<file path="src/rtl/afu_arb_if.sv">
// rtl/afu_arb_if.sv - cpu_params_pkg ALU types/widths and the AFU_intf operand/result bus
package cpu_params_pkg;
    localparam int RSZ   = 32;
    localparam int PC_SZ = 32;

    typedef enum logic [2:0] {
        AM_RS1  = 3'd0,
        AM_RS2  = 3'd1,
        AM_IMM  = 3'd2,
        AM_PC   = 3'd3,
        AM_ZERO = 3'd4
    } ALU_SEL_TYPE;

    typedef enum logic [3:0] {
        A_ADD  = 4'd0,
        A_SUB  = 4'd1,
        A_AND  = 4'd2,
        A_OR   = 4'd3,
        A_XOR  = 4'd4,
        A_SLT  = 4'd5,
        A_SLTU = 4'd6,
        A_SLL  = 4'd7,
        A_SRL  = 4'd8,
        A_SRA  = 4'd9
    } ALU_OP_TYPE;
endpackage

interface AFU_intf;
    import cpu_params_pkg::*;

    logic [RSZ-1:0]   Rs1_data;
    logic [RSZ-1:0]   Rs2_data;
    logic [RSZ-1:0]   imm;
    logic [PC_SZ-1:0] pc;
    ALU_SEL_TYPE      sel_x;
    ALU_SEL_TYPE      sel_y;
    ALU_OP_TYPE       op;
    logic [RSZ-1:0]   Rd_data;

    modport master (output Rs1_data, Rs2_data, imm, pc, sel_x, sel_y, op, input Rd_data);
    modport slave  (input Rs1_data, Rs2_data, imm, pc, sel_x, sel_y, op, output Rd_data);
endinterface

</file>
<file path="src/rtl/afu_arb.sv">
// rtl/afu_arb.sv - two-requester round-robin front end for a shared ALU with a one-entry result register
// Optional grant counters are built only when AFU_ARB_PERF_EN is defined.
module afu_arb
    import cpu_params_pkg::*;
#(
    parameter int RSZ   = cpu_params_pkg::RSZ,
    parameter int PC_SZ = cpu_params_pkg::PC_SZ
`ifdef AFU_ARB_PERF_EN
    ,
    parameter int CNT_W = 32
`endif
) (
    input  logic             clk_in,
    input  logic             reset_in,

    input  logic             req0_valid,
    output logic             req0_ready,
    input  ALU_SEL_TYPE      req0_sel_x,
    input  ALU_SEL_TYPE      req0_sel_y,
    input  ALU_OP_TYPE       req0_op,
    input  logic [RSZ-1:0]   req0_rs1,
    input  logic [RSZ-1:0]   req0_rs2,
    input  logic [RSZ-1:0]   req0_imm,
    input  logic [PC_SZ-1:0] req0_pc,

    input  logic             req1_valid,
    output logic             req1_ready,
    input  ALU_SEL_TYPE      req1_sel_x,
    input  ALU_SEL_TYPE      req1_sel_y,
    input  ALU_OP_TYPE       req1_op,
    input  logic [RSZ-1:0]   req1_rs1,
    input  logic [RSZ-1:0]   req1_rs2,
    input  logic [RSZ-1:0]   req1_imm,
    input  logic [PC_SZ-1:0] req1_pc,

    AFU_intf.master          afu_bus,

    output logic             rsp_valid,
    input  logic             rsp_ready,
    output logic             rsp_id,
    output logic [RSZ-1:0]   rsp_data
`ifdef AFU_ARB_PERF_EN
    ,
    output logic [CNT_W-1:0] grant_cnt0,
    output logic [CNT_W-1:0] grant_cnt1
`endif
);

    typedef enum logic {S_EMPTY = 1'b0, S_FULL = 1'b1} state_t;

    state_t state, state_nxt;
    logic   last_grant;
    logic   can_accept;
    logic   win_valid;
    logic   win_id;
    logic   accept;

    always_ff @(posedge clk_in) begin
        if (reset_in) begin
            state <= S_EMPTY;
        end else begin
            state <= state_nxt;
        end
    end

    // win_id falls back to 0 when nobody is valid so requester 0 owns the idle bus.
    always_comb begin
        can_accept = (state == S_EMPTY) || rsp_ready;
        win_valid  = req0_valid || req1_valid;
        win_id     = req1_valid && (!req0_valid || !last_grant);
        accept     = can_accept && win_valid && !reset_in;
        req0_ready = accept && !win_id;
        req1_ready = accept && win_id;
        rsp_valid  = (state == S_FULL);

        state_nxt = state;
        case (state)
            S_EMPTY: if (accept) state_nxt = S_FULL;
            S_FULL:  if (rsp_ready && !accept) state_nxt = S_EMPTY;
            default: state_nxt = S_EMPTY;
        endcase
    end

    always_comb begin
        afu_bus.Rs1_data = req0_rs1;
        afu_bus.Rs2_data = req0_rs2;
        afu_bus.imm      = req0_imm;
        afu_bus.pc       = req0_pc;
        afu_bus.sel_x    = req0_sel_x;
        afu_bus.sel_y    = req0_sel_y;
        afu_bus.op       = req0_op;
        if (win_id) begin
            afu_bus.Rs1_data = req1_rs1;
            afu_bus.Rs2_data = req1_rs2;
            afu_bus.imm      = req1_imm;
            afu_bus.pc       = req1_pc;
            afu_bus.sel_x    = req1_sel_x;
            afu_bus.sel_y    = req1_sel_y;
            afu_bus.op       = req1_op;
        end
    end

    always_ff @(posedge clk_in) begin
        if (reset_in) begin
            rsp_data   <= '0;
            rsp_id     <= 1'b0;
            last_grant <= 1'b1;
        end else if (accept) begin
            rsp_data   <= afu_bus.Rd_data;
            rsp_id     <= win_id;
            last_grant <= win_id;
        end
    end

`ifdef AFU_ARB_PERF_EN
    always_ff @(posedge clk_in) begin
        if (reset_in) begin
            grant_cnt0 <= '0;
            grant_cnt1 <= '0;
        end else begin
            if (req0_ready && !(&grant_cnt0)) grant_cnt0 <= grant_cnt0 + CNT_W'(1);
            if (req1_ready && !(&grant_cnt1)) grant_cnt1 <= grant_cnt1 + CNT_W'(1);
        end
    end
`endif

endmodule

</file>
<file path="src/flat_wrapper.sv">
// flat-port wrapper written by rule: the top's interface ports become plain ports
module afu_arb_flat import cpu_params_pkg::*;
#(
    parameter int RSZ   = cpu_params_pkg::RSZ,
    parameter int PC_SZ = cpu_params_pkg::PC_SZ

)
  (clk_in, reset_in, req0_valid, req0_ready, req0_sel_x, req0_sel_y, req0_op, req0_rs1, req0_rs2, req0_imm, req0_pc, req1_valid, req1_ready, req1_sel_x, req1_sel_y, req1_op, req1_rs1, req1_rs2, req1_imm, req1_pc, rsp_valid, rsp_ready, rsp_id, rsp_data, afu_bus_Rs1_data, afu_bus_Rs2_data, afu_bus_imm, afu_bus_pc, afu_bus_sel_x, afu_bus_sel_y, afu_bus_op, afu_bus_Rd_data);
  AFU_intf afu_bus_i ();
  input  logic clk_in;
  input  logic reset_in;
  input  logic req0_valid;
  output logic req0_ready;
  input  ALU_SEL_TYPE req0_sel_x;
  input  ALU_SEL_TYPE req0_sel_y;
  input  ALU_OP_TYPE req0_op;
  input  logic [RSZ-1:0] req0_rs1;
  input  logic [RSZ-1:0] req0_rs2;
  input  logic [RSZ-1:0] req0_imm;
  input  logic [PC_SZ-1:0] req0_pc;
  input  logic req1_valid;
  output logic req1_ready;
  input  ALU_SEL_TYPE req1_sel_x;
  input  ALU_SEL_TYPE req1_sel_y;
  input  ALU_OP_TYPE req1_op;
  input  logic [RSZ-1:0] req1_rs1;
  input  logic [RSZ-1:0] req1_rs2;
  input  logic [RSZ-1:0] req1_imm;
  input  logic [PC_SZ-1:0] req1_pc;
  output logic rsp_valid;
  input  logic rsp_ready;
  output logic rsp_id;
  output logic [RSZ-1:0] rsp_data;
  output wire logic [$bits(afu_bus_i.Rs1_data)-1:0] afu_bus_Rs1_data;
  output wire logic [$bits(afu_bus_i.Rs2_data)-1:0] afu_bus_Rs2_data;
  output wire logic [$bits(afu_bus_i.imm)-1:0] afu_bus_imm;
  output wire logic [$bits(afu_bus_i.pc)-1:0] afu_bus_pc;
  output wire logic [$bits(afu_bus_i.sel_x)-1:0] afu_bus_sel_x;
  output wire logic [$bits(afu_bus_i.sel_y)-1:0] afu_bus_sel_y;
  output wire logic [$bits(afu_bus_i.op)-1:0] afu_bus_op;
  input wire logic [$bits(afu_bus_i.Rd_data)-1:0] afu_bus_Rd_data;
  assign afu_bus_Rs1_data = afu_bus_i.Rs1_data;
  assign afu_bus_Rs2_data = afu_bus_i.Rs2_data;
  assign afu_bus_imm = afu_bus_i.imm;
  assign afu_bus_pc = afu_bus_i.pc;
  assign afu_bus_sel_x = afu_bus_i.sel_x;
  assign afu_bus_sel_y = afu_bus_i.sel_y;
  assign afu_bus_op = afu_bus_i.op;
  assign afu_bus_i.Rd_data = afu_bus_Rd_data;
  afu_arb #(.RSZ(RSZ), .PC_SZ(PC_SZ)) u_core (.clk_in(clk_in), .reset_in(reset_in), .req0_valid(req0_valid), .req0_ready(req0_ready), .req0_sel_x(req0_sel_x), .req0_sel_y(req0_sel_y), .req0_op(req0_op), .req0_rs1(req0_rs1), .req0_rs2(req0_rs2), .req0_imm(req0_imm), .req0_pc(req0_pc), .req1_valid(req1_valid), .req1_ready(req1_ready), .req1_sel_x(req1_sel_x), .req1_sel_y(req1_sel_y), .req1_op(req1_op), .req1_rs1(req1_rs1), .req1_rs2(req1_rs2), .req1_imm(req1_imm), .req1_pc(req1_pc), .afu_bus(afu_bus_i), .rsp_valid(rsp_valid), .rsp_ready(rsp_ready), .rsp_id(rsp_id), .rsp_data(rsp_data));
endmodule
</file>
<file path="config.mk">
export PLATFORM = sky130hd
export DESIGN_NAME = afu_arb_flat
export DESIGN_NICKNAME = d
export VERILOG_FILES = /design/src/rtl/afu_arb_if.sv /design/src/rtl/afu_arb.sv /design/src/flat_wrapper.sv
export SDC_FILE = /design/constraint.sdc
export NUM_CORES = 1
export LEC_CHECK = 0
export BUFFER_PORTS_ARGS = -buffer_cell sky130_fd_sc_hd__buf_2
export CAP_MARGIN = 15
export CORE_AREA = 2 2 187 189
export CTS_CLUSTER_DIAMETER = 30
export DETAILED_ROUTE_END_ITERATION = 10
export DIE_AREA = 0 0 189 191
export RECOVER_POWER = 100
export REMOVE_ABC_BUFFERS = 1
export SYNTH_ARGS = -nofsm -noshare
export SYNTH_HDL_FRONTEND = slang
export SYNTH_SLANG_ARGS = --single-unit
</file>
<file path="constraint.sdc">
create_clock -name clk_in -period 1.3 [get_ports clk_in]
set_input_delay 0.26 -clock clk_in [delete_from_list [all_inputs] [get_ports clk_in]]
set_output_delay 0.26 -clock clk_in [all_outputs]
set_load 0.02 [all_outputs]
</file>
==> flow_summary.json <==
{
  "status": "complete, but fails checks",
  "violations": "negative setup slack",
  "num-fill-cells": 3903,
  "synthToLayoutAreaGrowth_pct": 104,
  "num_io_pins": 487,
  "seqPwrFrac": 0.232,
  "placementRows": 68,
  "p_int_w": 0.00322,
  "yosys_warnings": 0,
  "synth-seq-cells": 35,
  "pwr-share-clk": 0.275,
  "fmax_mhz": 499,
  "synth_cells": 316,
  "cts_tree": "yes",
  "drv_cap": 0,
  "p_leak_nw": 3.07,
  "clk_pin_slew_worst_paths_ps": 60,
  "start_util": 0.0920,
  "cp_max_fo": 21,
  "synth.top_cells.by_area": "mux2_2 (49%), dfxtp_1 (22%), nand3b_1 (7.9%)",
  "end_kind": "output port",
  "slew_headroom": 0.736,
  "fin_area_sq_mm": 0.00641,
  "yosysTopAreaCell": "mux2_2",
  "grt_antenna_before_repair": 13,
  "swShare": 0.367,
  "place.gp.congestion": 0.879,
  "first_pass_iters": 4,
  "worstPathArrival_ps": 1740,
  "clk_latency_ps": 280,
  "fin_tns_setup_ps": -88790,
  "core_area_sq_mm": 0.0341,
  "power.density_mw_per_mm2": 794,
  "ys_types": 15,
  "grt_start_max_net_pins": 67,
  "root_buffer": "clkbuf_16",
  "clock_path_buffers": 2,
  "layout-drive-gt1-share": 0.787,
  "nNetsFinal": 1119,
  "fin_util": 0.188,
  "report.final.setup_viol": 140,
  "drt_iter0_drc": 108,
  "yosysSeqAreaShare": 0.223,
  "netlist.area_leader.share": 0.495,
  "slew_viol_final": 0,
  "multi_input_area_sq_mm": 0.00222,
  "place_hpwl_um": 21200,
  "post-route-worst-setup-slack_ps": -705,
  "switchingPower_w": 0.00187,
  "p_total_w": 0.00509,
  "overflow": 0,
  "required_ps": 1040,
  "portBuffers": 486,
  "cts.sink_count": 35,
  "fin_cells": 1271,
  "wire_per_inst_um": 18.4,
  "finalHoldViolCount": 0,
  "cts-buffers-inserted": 5,
  "die_h_um": 191,
  "numPlacedInstances": 1253,
  "grt_pass1_vias": 4307,
  "ant_nets": 0,
  "ir_worst_vdd_mv": 0.468,
  "syn_area_sq_mm": 0.00314,
  "critPathKind": "reg -> out",
  "tightest_slew_ps": 398,
  "drt_wl_total_um": 23400,
  "drcViolationCount": 0,
  "syn_area_per_cell_sq_um": 9.94,
  "combPwrFrac": 0.493,
  "start_kind": "flip-flop",
  "hold_buffers": 0,
  "grt_pass1_wl_um": 31000,
  "min_period_over_period": 1.54,
  "dieArea_sq_mm": 0.0361,
  "hp-class": "in -> reg",
  "cts_max_level": 2,
  "placed_cell_area_sq_mm": 0.00617,
  "rsz0062_at_grt": "true",
  "seq_area_sq_um": 702,
  "layout_min_cycle_time_ps": 2000,
  "clock_skew_ps": 4.37,
  "track_usage": 0.120,
  "most-common-layout-cells": "buf_2 (436), mux2_2 (137), buf_4 (37), a21oi_1 (35)",
  "layout_commonest_cell": "buf_2",
  "viasPerCell": 3.55,
  "via_count": 4517,
  "die-width_um": 189
}
-- worst max-delay path: stages (launching register included) --
cell      delay (ps)
dfxtp_2          340
a21boi_4         170
buf_12           190
buf_4            190
mux2_2           370
buf_2            170
-- layer usage --
layer	vias up	global-route usage	share of wire
met5	-	0.0275	0.0054
met4	2	0.0430	0.022
met3	24	0.0453	0.083
met2	238	0.186	0.46
met1	2091	0.150	0.43
li1	2162	-	-
-- kinds of logic (layout without fill, tap and decap cells) --
group                  Yosys count  after routing  synth area share
multiplexers                   138            138             0.495
AO/OA/AOI/OAI                   70             70             0.116
AND/OR/NAND/NOR                 40             40            0.0912
flip-flops                      35             35             0.223
buffers and inverters           33            524            0.0749
other                            0              9                 0
-- final timing paths --
kind                       start                   end  slack [ps]  cells after the start
min          afu_bus_Rd_data[20]   u_core.rsp_data[20]         240                      3
max            u_core.last_grant  afu_bus_Rs2_data[25]        -700                      5
min reg2reg  u_core.rsp_data[15]   u_core.rsp_data[15]         480                      2
max reg2reg     u_core.rsp_valid     u_core.last_grant          40                      5
-- cell usage after synthesis --
cell / number
a21boi_4: 1
a21oi_1: 35
buf_1: 2
buf_2: 6
buf_6: 13
clkbuf_1: 7
clkbuf_2: 5
dfxtp_1: 35
mux2_2: 138
nand2b_1: 1
nand3b_1: 33
nor2_1: 3
nor2b_1: 2
nor4b_1: 1
o21ai_0: 34
-- what timing repair did --
| action | in CTS | in global routing |
|---|---|---|
| resized for setup | 24 | 4 |
| setup endpoints to repair | 141 | 174 |
| pin swaps | 0 | 0 |
| buffers inserted | 1 | 0 |
-- layout make-up --
type,count,area share
diodes,9,0.00351
clock buffers,5,0.0195
clock inverters,3,0.00722
multi-input cells,248,0.347
flip-flops and latches,35,0.109
well taps,455,0.0888
repair buffers,516,0.425
-- sequential cells by signal, indices dropped and copies added, names as in the netlist --
signal,flops
u_core.rsp_id,1
u_core.last_grant,1
u_core.rsp_data,32
u_core.rsp_valid,1
-- power groups by stage --
stage	Clock, W	Sequential (W)	Combinational [W]
2_1_floorplan	0	0.00129	0.00121
3_3_place_gp	0	0.00120	0.00248
3_5_place_dp	0	0.00120	0.00249
4_1_cts	0.00145	0.00118	0.00255
5_1_grt	0.00150	0.00119	0.00268
6_report	0.00140	0.00118	0.00251
-- metrics by stage --
stage | hold WS (ps) | worst slack [ps]
3_5_place_dp | 466 | -494
2_1_floorplan | 329 | -2280
3_3_place_gp | 457 | -500
6_report | 240 | -705
5_1_grt | 243 | -771
4_1_cts | 232 | -733
Power figures use the tool's default switching activity.
